File: config.mk
export PLATFORM = sky130hd
export DESIGN_NAME = accel_sample_feeder
export DESIGN_NICKNAME = d
export VERILOG_FILES = /design/src/rtl/accel_sample_feeder.sv
export SDC_FILE = /design/constraint.sdc
export NUM_CORES = 1
export LEC_CHECK = 0
export BUFFER_PORTS_ARGS = -buffer_cell sky130_fd_sc_hd__buf_2
export CELL_PAD_IN_SITES_DETAIL_PLACEMENT = 1
export CELL_PAD_IN_SITES_GLOBAL_PLACEMENT = 1
export CORE_ASPECT_RATIO = 1.75
export CORE_MARGIN = 2
export CORE_UTILIZATION = 53
export CTS_CLUSTER_SIZE = 40
export DETAILED_ROUTE_END_ITERATION = 7
export PLACE_DENSITY = 0.92
export SYNTH_ARGS = -nofsm -noshare
export SYNTH_HDL_FRONTEND = slang
export SYNTH_SLANG_ARGS = --single-unit
File: constraint.sdc
create_clock -name clk -period 4.2 [get_ports clk]
set_input_delay 0.42 -clock clk [delete_from_list [all_inputs] [get_ports clk]]
set_output_delay 0.42 -clock clk [all_outputs]
set_load 0.02 [all_outputs]
File: src/rtl/accel_sample_feeder.sv
// rtl/accel_sample_feeder.sv - assembles X/Y/Z words, removes zero-g offset, times dt, feeds the Integrator
// Completed frames pass through one register stage, then a one-deep pending buffer that issues when !bussy.
module accel_sample_feeder #(
  parameter int TICK_DIV = 1000,
  parameter int CAL_LOG2 = 4
) (
  input  logic        clk,
  input  logic        rst,
  input  logic [7:0]  byte_in,
  input  logic        byte_valid,
  input  logic        frame_start,
  input  logic        cal_start,
  input  logic        bussy,
  output logic [15:0] acx,
  output logic [15:0] acy,
  output logic [15:0] acz,
  output logic [15:0] dt,
  output logic        enable,
  output logic        cal_done,
  output logic        overrun
);

  localparam int PW = (TICK_DIV > 1) ? $clog2(TICK_DIV) : 1;
  localparam int AW = 16 + CAL_LOG2;
  localparam logic [PW-1:0] PRE_MAX = PW'(TICK_DIV - 1);

  typedef enum logic {
    ST_RUN = 1'b0,
    ST_CAL = 1'b1
  } state_t;

  state_t r_state;
  state_t w_state_next;

  logic [2:0]          r_cnt;
  logic [39:0]         r_buf;
  logic                r_done;
  logic [15:0]         r_raw_x, r_raw_y, r_raw_z;
  logic [PW-1:0]       r_pre;
  logic [15:0]         r_dt_cnt;
  logic [AW-1:0]       r_acc_x, r_acc_y, r_acc_z;
  logic [CAL_LOG2-1:0] r_cal_cnt;
  logic [15:0]         r_off_x, r_off_y, r_off_z;
  logic                r_pend_valid;
  logic [15:0]         r_pend_x, r_pend_y, r_pend_z, r_pend_dt;

  logic                w_byte_done;
  logic                w_take;
  logic                w_cal_frame;
  logic                w_cal_last;
  logic                w_issue;
  logic [15:0]         w_cor_x, w_cor_y, w_cor_z;
  logic [AW-1:0]       w_acc_x_next, w_acc_y_next, w_acc_z_next;

  function automatic logic [15:0] sat_sub(input logic [15:0] a, input logic [15:0] b);
    logic [16:0] d;
    d = {a[15], a} - {b[15], b};
    if (d[16] != d[15]) return d[16] ? 16'h8000 : 16'h7FFF;
    return d[15:0];
  endfunction

  function automatic logic [15:0] sat_add(input logic [15:0] a, input logic [15:0] b);
    logic [16:0] s;
    s = {1'b0, a} + {1'b0, b};
    return s[16] ? 16'hFFFF : s[15:0];
  endfunction

  assign w_byte_done = byte_valid & ~frame_start & (r_cnt == 3'd5);

  // Bytes shift in from the top, so after five shifts XL sits in r_buf[7:0].
  always_ff @(posedge clk or negedge rst) begin
    if (!rst) begin
      r_cnt <= 3'd0;
      r_buf <= 40'd0;
    end else if (byte_valid) begin
      if (frame_start)         r_cnt <= 3'd1;
      else if (r_cnt == 3'd5)  r_cnt <= 3'd0;
      else                     r_cnt <= r_cnt + 3'd1;
      if (!w_byte_done) r_buf <= {byte_in, r_buf[39:8]};
    end
  end

  always_ff @(posedge clk or negedge rst) begin
    if (!rst) begin
      r_done  <= 1'b0;
      r_raw_x <= 16'd0;
      r_raw_y <= 16'd0;
      r_raw_z <= 16'd0;
    end else begin
      r_done <= w_byte_done;
      if (w_byte_done) begin
        r_raw_x <= r_buf[15:0];
        r_raw_y <= r_buf[31:16];
        r_raw_z <= {byte_in, r_buf[39:32]};
      end
    end
  end

  // A frame coinciding with cal_start is dropped entirely.
  assign w_take      = r_done & (r_state == ST_RUN) & ~cal_start;
  assign w_cal_frame = r_done & (r_state == ST_CAL) & ~cal_start;
  assign w_cal_last  = w_cal_frame & (r_cal_cnt == {CAL_LOG2{1'b1}});

  always_ff @(posedge clk or negedge rst) begin
    if (!rst) begin
      r_pre    <= '0;
      r_dt_cnt <= 16'd0;
    end else if (w_take) begin
      r_pre    <= '0;
      r_dt_cnt <= 16'd0;
    end else if (r_pre == PRE_MAX) begin
      r_pre <= '0;
      if (r_dt_cnt != 16'hFFFF) r_dt_cnt <= r_dt_cnt + 16'd1;
    end else begin
      r_pre <= r_pre + PW'(1);
    end
  end

  assign w_acc_x_next = r_acc_x + {{CAL_LOG2{r_raw_x[15]}}, r_raw_x};
  assign w_acc_y_next = r_acc_y + {{CAL_LOG2{r_raw_y[15]}}, r_raw_y};
  assign w_acc_z_next = r_acc_z + {{CAL_LOG2{r_raw_z[15]}}, r_raw_z};

  // Taking the upper 16 bits of the sum is the arithmetic shift by CAL_LOG2.
  always_ff @(posedge clk or negedge rst) begin
    if (!rst) begin
      r_acc_x   <= '0;
      r_acc_y   <= '0;
      r_acc_z   <= '0;
      r_cal_cnt <= '0;
      r_off_x   <= 16'd0;
      r_off_y   <= 16'd0;
      r_off_z   <= 16'd0;
      cal_done  <= 1'b0;
    end else if (cal_start) begin
      r_acc_x   <= '0;
      r_acc_y   <= '0;
      r_acc_z   <= '0;
      r_cal_cnt <= '0;
      cal_done  <= 1'b0;
    end else if (w_cal_frame) begin
      r_acc_x   <= w_acc_x_next;
      r_acc_y   <= w_acc_y_next;
      r_acc_z   <= w_acc_z_next;
      r_cal_cnt <= r_cal_cnt + {{(CAL_LOG2-1){1'b0}}, 1'b1};
      if (w_cal_last) begin
        r_off_x  <= w_acc_x_next[AW-1:CAL_LOG2];
        r_off_y  <= w_acc_y_next[AW-1:CAL_LOG2];
        r_off_z  <= w_acc_z_next[AW-1:CAL_LOG2];
        cal_done <= 1'b1;
      end
    end
  end

  always_ff @(posedge clk or negedge rst) begin
    if (!rst) r_state <= ST_RUN;
    else      r_state <= w_state_next;
  end

  always_comb begin
    w_state_next = r_state;
    if (cal_start)                             w_state_next = ST_CAL;
    else if (r_state == ST_CAL && w_cal_last)  w_state_next = ST_RUN;
  end

  assign w_cor_x = sat_sub(r_raw_x, r_off_x);
  assign w_cor_y = sat_sub(r_raw_y, r_off_y);
  assign w_cor_z = sat_sub(r_raw_z, r_off_z);

  // enable doubles as enable_q: the Integrator gets one cycle to raise bussy.
  assign w_issue = r_pend_valid & ~bussy & ~enable & ~cal_start;

  always_ff @(posedge clk or negedge rst) begin
    if (!rst) begin
      r_pend_valid <= 1'b0;
      r_pend_x     <= 16'd0;
      r_pend_y     <= 16'd0;
      r_pend_z     <= 16'd0;
      r_pend_dt    <= 16'd0;
      acx          <= 16'd0;
      acy          <= 16'd0;
      acz          <= 16'd0;
      dt           <= 16'd0;
      enable       <= 1'b0;
      overrun      <= 1'b0;
    end else begin
      enable <= w_issue;
      if (w_issue) begin
        acx <= r_pend_x;
        acy <= r_pend_y;
        acz <= r_pend_z;
        dt  <= r_pend_dt;
      end
      if (cal_start) begin
        r_pend_valid <= 1'b0;
        overrun      <= 1'b0;
      end else if (w_take) begin
        r_pend_valid <= 1'b1;
        r_pend_x     <= w_cor_x;
        r_pend_y     <= w_cor_y;
        r_pend_z     <= w_cor_z;
        if (r_pend_valid && !w_issue) begin
          r_pend_dt <= sat_add(r_pend_dt, r_dt_cnt);
          overrun   <= 1'b1;
        end else begin
          r_pend_dt <= r_dt_cnt;
        end
      end else if (w_issue) begin
        r_pend_valid <= 1'b0;
      end
    end
  end

endmodule
* Word-level counts from Yosys, hierarchy flattened
Cells that the tools add are included.
** Operators by class
- Bitwise logic cells :: 16
- Order comparisons :: 0
- $add $sub $neg :: 11
- $mul :: 0
- Shift operators :: 0
- Muxes and demuxes :: 40
- Eq/ne operators :: 7
- Reduce and logical (&&, ||, !) cells :: 17
- Div/mod/pow operators :: 0
** Operators by type and width (number)
- $mux 16 :: 14
- $mux 20 :: 6
- $add 20x20->20 :: 3
- $sub 16x16->17 :: 3
- $mux 10 :: 2
- $add 16x16->17 :: 1
- $add 16x1->16 const B :: 1
- $ne 16x16->1 const B :: 1
- $mux 1 :: 14
- $reduce_bool 2->1 :: 7
- $add 10x1->10 const B :: 1
- $and 1x1->1 :: 10
- $eq 10x10->1 const B :: 1
- $reduce_and 2->1 :: 5
- $mux 4 :: 2
- $mux 3 :: 2
- $not 1->1 :: 6
- $add 4x1->4 const B :: 1
- $eq 4x4->1 const B :: 1
- $add 3x1->3 const B :: 1
- $eq 3x3->1 const B :: 1
- $ne 1x1->1 :: 3
- $reduce_and 3->1 :: 1
- $reduce_bool 3->1 :: 1
- 2 further kinds :: 3
** Storage, ports and cells
- Input bits :: 14
- Memories kept :: 0
- Bits in latches :: 0
- Output and inout port bits :: 67
- Register bits :: 363
- Memory bits (read-only) :: 0
- RAM bits :: 0

* Depth between registers and ports, before layout
- Word-level depth :: 9
- Mapped depth :: 14

* Worst setup path after synthesis
OpenSTA, ideal clock, no wires.
- Kind :: flip-flop to flip-flop
- From :: register r_raw_z[0]
- To :: register r_pend_z[13]
- Slack :: 1.319 ns
- Stages on the path, launching flop included :: 12
- Data arrival time :: 2.756 ns
- Period minus slack after synthesis :: 2.881 ns
- Path through :: dfrtp_1 > inv_1 > ha_1 > inv_1 > fa_1 > a211oi_1 > o21ai_1 > a211o_1 > a31oi_1 > mux2i_2 > maj3_2 > mux2_4
** Between the ends
- Longest elaborated chain between the ends :: 4
- Elaborated cells between the ends (all ways) :: 6
- Those cells by class :: add/sub: 1; eq/ne: 1; mux: 4
** Ends and longest elaborated chain
- start: declaration :: line 38 : logic [15:0] r_raw_x, r_raw_y, r_raw_z;
- start signal: assignment :: line 94 : r_raw_z <= {byte_in, r_buf[39:32]};
- $sub 16x16->17 (*) :: line 57 : d = {a[15], a} - {b[15], b};
- $mux 16 or $ne 1x1->1 (tied branches) :: line 58 : if (d[16] != d[15]) return d[16] ? 16'h8000 : 16'h7FFF;
- $mux 16 or $mux 1 (tied branches) :: line 58
- $mux 16 (*) :: line 59 : return d[15:0];
- end signal: assignment :: line 200 : r_pend_z <= w_cor_z;
- end: declaration :: line 45 : logic [15:0] r_pend_x, r_pend_y, r_pend_z, r_pend_dt;
Every way passes the cells marked *; elsewhere a longest branch is shown, timed or not. The select of a mux whose other input is x is not followed.
A chain may end at the register's enable or synchronous reset.

* Final worst setup path
- From :: register r_raw_y[1]
- To :: register r_off_y[14]
** Between the ends
- Longest elaborated chain between the ends :: 1
** Ends and longest elaborated chain
- start: declaration :: line 38
- start signal: assignment :: line 93 : r_raw_y <= r_buf[31:16];
- $add 20x20->20 :: line 120 : assign w_acc_y_next = r_acc_y + {{CAL_LOG2{r_raw_y[15]}}, r_raw_y};
- end signal: assignment :: line 147 : r_off_y <= w_acc_y_next[AW-1:CAL_LOG2];
- end: declaration :: line 43 : logic [15:0] r_off_x, r_off_y, r_off_z;
No other way between the ends.

==> metrics.txt <==
# TYPE chip_impl_metric gauge
chip_impl_info{name="synth_top_flop_cell",value="sky130_fd_sc_hd__dfrtp_1"} 1
chip_impl_metric{name="core_region_area",unit="mm2"} 0.0369
chip_impl_metric{name="final_area",unit="mm2"} 0.0220
chip_impl_info{name="holdCritPathClass",value="in2reg"} 1
chip_impl_metric{name="final_period_utilization",unit="%"} 98.5
chip_impl_metric{name="first_global_vias",unit=""} 19400
chip_impl_metric{name="antenna_found_initial",unit=""} 0
chip_impl_info{name="r2r_start",value="r_raw_y[1]$_DFFE_PN0P_"} 1
chip_impl_metric{name="placed_cell_area",unit="mm2"} 0.0208
chip_impl_metric{name="final.min_clock_period",unit="ns"} 4.14
chip_impl_metric{name="timing.setup.tns",unit="ns"} 0
chip_impl_metric{name="critPathRequiredTime",unit="ns"} 4.58
chip_impl_metric{name="holdPathStages",unit=""} 2
chip_impl_metric{name="drt_iter0_markers",unit=""} 1264
chip_impl_metric{name="total_number_of_vias",unit=""} 17300
chip_impl_metric{name="numPortBuffers",unit=""} 80
chip_impl_info{name="cp-end-kind",value="flop"} 1
chip_impl_metric{name="cpPeakStageDelay",unit="ns"} 0.70
chip_impl_metric{name="dpl.cell_count",unit=""} 2509
chip_impl_metric{name="cts-htree-levels",unit=""} 2
chip_impl_metric{name="pin_count",unit=""} 81
chip_impl_metric{name="dp_hpwl",unit="um"} 42800
chip_impl_metric{name="globalRouteTotalUtil",unit="%"} 37.5
chip_impl_metric{name="yosysUniqueCellTypes",unit=""} 85
chip_impl_info{name="timing.setup.critical_path_class",value="reg2reg"} 1
chip_impl_metric{name="antennaDiodeCount",unit=""} 0
chip_impl_metric{name="fraction_of_the_yosys_area_taken_by_sequential_cells",unit="%"} 45.7
chip_impl_metric{name="first_pass_iters",unit=""} 5
chip_impl_metric{name="vdd_drop_max",unit="mV"} 0.286
chip_impl_metric{name="footprint_of_the_multi_input_gates",unit="mm2"} 0.0102
chip_impl_metric{name="clk_latency",unit="ns"} 0.56
chip_impl_metric{name="cts.path.max_buffers",unit=""} 3
chip_impl_metric{name="synth_largest_type_area_fraction",unit="%"} 45.7
chip_impl_info{name="synth.area.top_cells",value="sky130_fd_sc_hd__dfrtp_1 (46%), sky130_fd_sc_hd__mux2_2 (8.2%), sky130_fd_sc_hd__ha_1 (7.8%)"} 1
chip_impl_metric{name="hold_violations",unit=""} 0
chip_impl_metric{name="area_growth",unit="%"} 10.8
chip_impl_metric{name="drive_gt1_share",unit="%"} 16.3
chip_impl_info{name="critical_path.cell_chain",value="inv_1 -> fa_1 -> and2b_1 -> o21a_1 -> o21ai_0 -> a311o_1 -> nand4_1 -> nand2_1 -> o31ai_1 -> xnor2_1 -> o21ai_0"} 1
chip_impl_metric{name="yosys_warnings",unit=""} 0
chip_impl_info{name="worstSetupStartpointType",value="flop"} 1
chip_impl_metric{name="drcViolationCount",unit=""} 0
chip_impl_metric{name="die_footprint",unit="mm2"} 0.0392
chip_impl_metric{name="crit_buf_inv",unit=""} 1
chip_impl_metric{name="layout_setup_ws",unit="ns"} 0.0644
chip_impl_metric{name="regToRegSetupSlack",unit="ns"} 0.06
chip_impl_info{name="timing.rr.end",value="r_off_y[14]$_DFFE_PN0P_"} 1
chip_impl_metric{name="vias_per_cell",unit=""} 6.70
chip_impl_metric{name="cts_setup_buffers",unit=""} 0
chip_impl_metric{name="post-place-ws",unit="ns"} 0.751
chip_impl_info{name="outcome",value="completed"} 1
chip_impl_metric{name="cts_buffers",unit=""} 37
chip_impl_metric{name="critical_path_peak_fanout",unit=""} 4
chip_impl_metric{name="ys_ff_latch",unit=""} 363
chip_impl_metric{name="layout.cells.non_filler",unit=""} 2576
chip_impl_metric{name="worst-slew-pin-transition",unit="ns"} 1.19
chip_impl_info{name="worst_path_most_repeated_cell",value="sky130_fd_sc_hd__o21ai_0"} 1
chip_impl_metric{name="dieHeight",unit="um"} 260
chip_impl_info{name="slowest_stage",value="sky130_fd_sc_hd__o31ai_1"} 1
chip_impl_metric{name="routabilityCongestion",unit=""} 0.876
chip_impl_metric{name="syn-instance-count",unit=""} 2008
chip_impl_info{name="setup_repair_after_global_routing_missed_its_margin",value="false"} 1
chip_impl_metric{name="synth-edff-count",unit=""} 0
chip_impl_metric{name="syn_area",unit="mm2"} 0.0199
chip_impl_metric{name="maximum_number_of_pins_on_one_net_before_global_route_repair",unit=""} 117
chip_impl_metric{name="worst-r2r-cell-count",unit=""} 11
chip_impl_info{name="synth_top_cell_by_area",value="sky130_fd_sc_hd__dfrtp_1"} 1
chip_impl_metric{name="clkSlewWorstSetupHoldPaths",unit="ns"} 0.08
chip_impl_info{name="startpoint",value="r_raw_y[1]$_DFFE_PN0P_"} 1
chip_impl_metric{name="drt.antenna.violating_nets",unit=""} 0
chip_impl_metric{name="finClkSkew",unit="ns"} 0.0190
chip_impl_metric{name="synthesis.area_per_instance",unit="um2"} 9.91
chip_impl_metric{name="sequential_cell_area",unit="mm2"} 0.00908
chip_impl_metric{name="cap_violations",unit=""} 0
chip_impl_info{name="min_from",value="frame_start"} 1
chip_impl_metric{name="arrival_time_at_the_worst_endpoint",unit="ns"} 4.52
chip_impl_metric{name="power_density",unit="mW/mm2"} 540
chip_impl_metric{name="grt_pass1_wl",unit="um"} 114000
chip_impl_info{name="clk_root_buffer_cell",value="sky130_fd_sc_hd__clkbuf_16"} 1
chip_impl_metric{name="report.final.setup_viol",unit=""} 0
chip_impl_metric{name="routed_wire_length_per_instance",unit="um"} 27.9
chip_impl_metric{name="total_power_consumption_of_the_routed_design",unit="mW"} 11.9
chip_impl_metric{name="drv_slew",unit=""} 0
chip_impl_metric{name="final_nets",unit=""} 2219
chip_impl_info{name="cts_tree",value="done"} 1
chip_impl_metric{name="fmaxAchievable",unit="MHz"} 242
chip_impl_metric{name="max-slew-margin-rel",unit="%"} 20.6
chip_impl_metric{name="postSynth.asyncResetShare",unit="%"} 100
chip_impl_metric{name="grt_overflow_total",unit=""} 0
chip_impl_metric{name="starting_density_of_the_core",unit="%"} 53.9
chip_impl_metric{name="placement_rows",unit=""} 93
chip_impl_info{name="whs_endpoint",value="r_cnt[2]$_DFFE_PN0P_"} 1
chip_impl_metric{name="die_span_x",unit="um"} 150
chip_impl_metric{name="syn_nets",unit=""} 2153
chip_impl_metric{name="routed_wirelength",unit="um"} 72000
chip_impl_metric{name="fillers",unit=""} 3977
chip_impl_metric{name="power.static_leakage",unit="nW"} 10.6
chip_impl_metric{name="clock_sink_count",unit=""} 363
chip_impl_info{name="critical-path-top-delay-family",value="compound AO/OA/AOI/OAI gates"} 1
## cells in the final DEF (no fill, tap or decap), types with 7 or more instances in the layout
cell,Yosys,routed
sky130_fd_sc_hd__o22ai_1,18,18
sky130_fd_sc_hd__xor2_1,44,44
sky130_fd_sc_hd__nor2_1,158,158
sky130_fd_sc_hd__o21a_1,23,23
sky130_fd_sc_hd__xnor2_1,72,72
sky130_fd_sc_hd__and3_1,13,13
sky130_fd_sc_hd__buf_4,2,15
sky130_fd_sc_hd__clkbuf_16,0,37
sky130_fd_sc_hd__o21ai_1,22,22
sky130_fd_sc_hd__nand2_1,238,236
sky130_fd_sc_hd__mux2_2,145,145
sky130_fd_sc_hd__o21bai_1,9,9
sky130_fd_sc_hd__inv_1,87,87
sky130_fd_sc_hd__a31oi_1,9,9
sky130_fd_sc_hd__or3_1,13,13
sky130_fd_sc_hd__ha_1,124,124
sky130_fd_sc_hd__nand2b_1,11,10
sky130_fd_sc_hd__nor2b_1,30,30
sky130_fd_sc_hd__a21oi_1,140,140
sky130_fd_sc_hd__nor3_1,34,32
sky130_fd_sc_hd__buf_2,2,79
sky130_fd_sc_hd__o31ai_1,7,7
sky130_fd_sc_hd__dfrtp_1,363,363
sky130_fd_sc_hd__clkbuf_1,58,7
sky130_fd_sc_hd__nand4_1,14,14
sky130_fd_sc_hd__fa_1,7,7
sky130_fd_sc_hd__o21ai_0,150,150
sky130_fd_sc_hd__a21o_1,45,45
sky130_fd_sc_hd__nand3_1,22,22
sky130_fd_sc_hd__a211oi_1,30,30
## cell usage after synthesis, types with 22 or more instances
cell type                  number
sky130_fd_sc_hd__dfrtp_1      363
sky130_fd_sc_hd__nand2_1      238
sky130_fd_sc_hd__nor2_1       158
sky130_fd_sc_hd__o21ai_0      150
sky130_fd_sc_hd__mux2_2       145
sky130_fd_sc_hd__a21oi_1      140
sky130_fd_sc_hd__ha_1         124
sky130_fd_sc_hd__inv_1         87
sky130_fd_sc_hd__xnor2_1       72
sky130_fd_sc_hd__clkbuf_1      58
sky130_fd_sc_hd__a21o_1        45
sky130_fd_sc_hd__xor2_1        44
sky130_fd_sc_hd__nor3_1        34
sky130_fd_sc_hd__a211oi_1      30
sky130_fd_sc_hd__nor2b_1       30
sky130_fd_sc_hd__o21a_1        23
sky130_fd_sc_hd__nand3_1       22
sky130_fd_sc_hd__o21ai_1       22
## final cells by class
cell class	count	share of cell area, %
repair buffers	99	2.69
multi-input cells	1486	46.4
well taps	475	2.70
flip-flops and latches	363	41.2
clock inverters	16	0.863
inverters	87	1.48
clock buffers	50	4.69
## where the power goes
part | total [mW] | leakage [nW] | switching [mW] | internal, mW
Combinational | 4.06 | 5.24 | 2.55 | 1.50
Sequential | 4.35 | 4.77 | 0.501 | 3.85
Clock | 3.49 | 0.601 | 1.55 | 1.94
## through the flow
step	util [%]	hold WS [ns]
2_1_floorplan	-	0.124
6_report	59.8	0.101
4_1_cts	59.8	0.0977
3_3_place_gp	56.4	0.462
5_1_grt	59.8	0.108
3_5_place_dp	56.4	0.471
## worst max path at each step
stage / to / cells past startpoint / slack [ns]
4_1_cts: r_pend_y[12]$_DFFE_PN0P_ / 12 / 0.32
5_1_grt: r_pend_y[4]$_DFFE_PN0P_ / 12 / 0.05
2_1_floorplan: r_pend_z[13]$_DFFE_PN0P_ / 11 / 1.32
3_5_place_dp: r_pend_y[2]$_DFFE_PN0P_ / 12 / 0.75
3_3_place_gp: r_pend_y[3]$_DFFE_PN0P_ / 12 / 1.09
6_report: r_off_y[14]$_DFFE_PN0P_ / 11 / 0.06
## what timing repair did
item | 4_1_cts | 5_1_grt
endpoints found under the hold margin | 1 | 0
resized for setup | 0 | 0
hold buffers | 1 | 0
## cell families (layout without fill, tap and decap cells)
| family | after synthesis | count (layout) | share of synthesized area, % |
|---|---|---|---|
| xor gates and xnor gates | 118 | 118 | 5.30 |
| buffers and inverters | 159 | 252 | 3.10 |
| and+or+nand+nor | 574 | 574 | 13.1 |
| adders and majority gates | 132 | 132 | 8.56 |
| muxes | 149 | 149 | 8.45 |
| DFF | 363 | 363 | 45.7 |
| AOI/OAI and AO/OA | 513 | 513 | 15.9 |
## layer usage
metal,vias to the layer above,track usage (%),share of wire [%]
met2,994,64.2,50
met4,0,26.0,8.2
met3,410,6.59,6.5
met5,-,0,0
li1,7176,-,-
met1,8684,41.9,35
## state kept, by name, summed over array words and instances (netlist names), 16 cells and up
signal and cells:
r_off_z 16, r_acc_x 20, acz 16, r_raw_y 16
r_acc_z 20, r_pend_x 16, dt 16, r_pend_dt 16
r_off_y 16, r_pend_y 16, r_acc_y 20, r_off_x 16
r_buf 40, r_raw_x 16, r_raw_z 16, r_dt_cnt 16
acx 16, acy 16, r_pend_z 16
(Power assumes the default switching activity.)
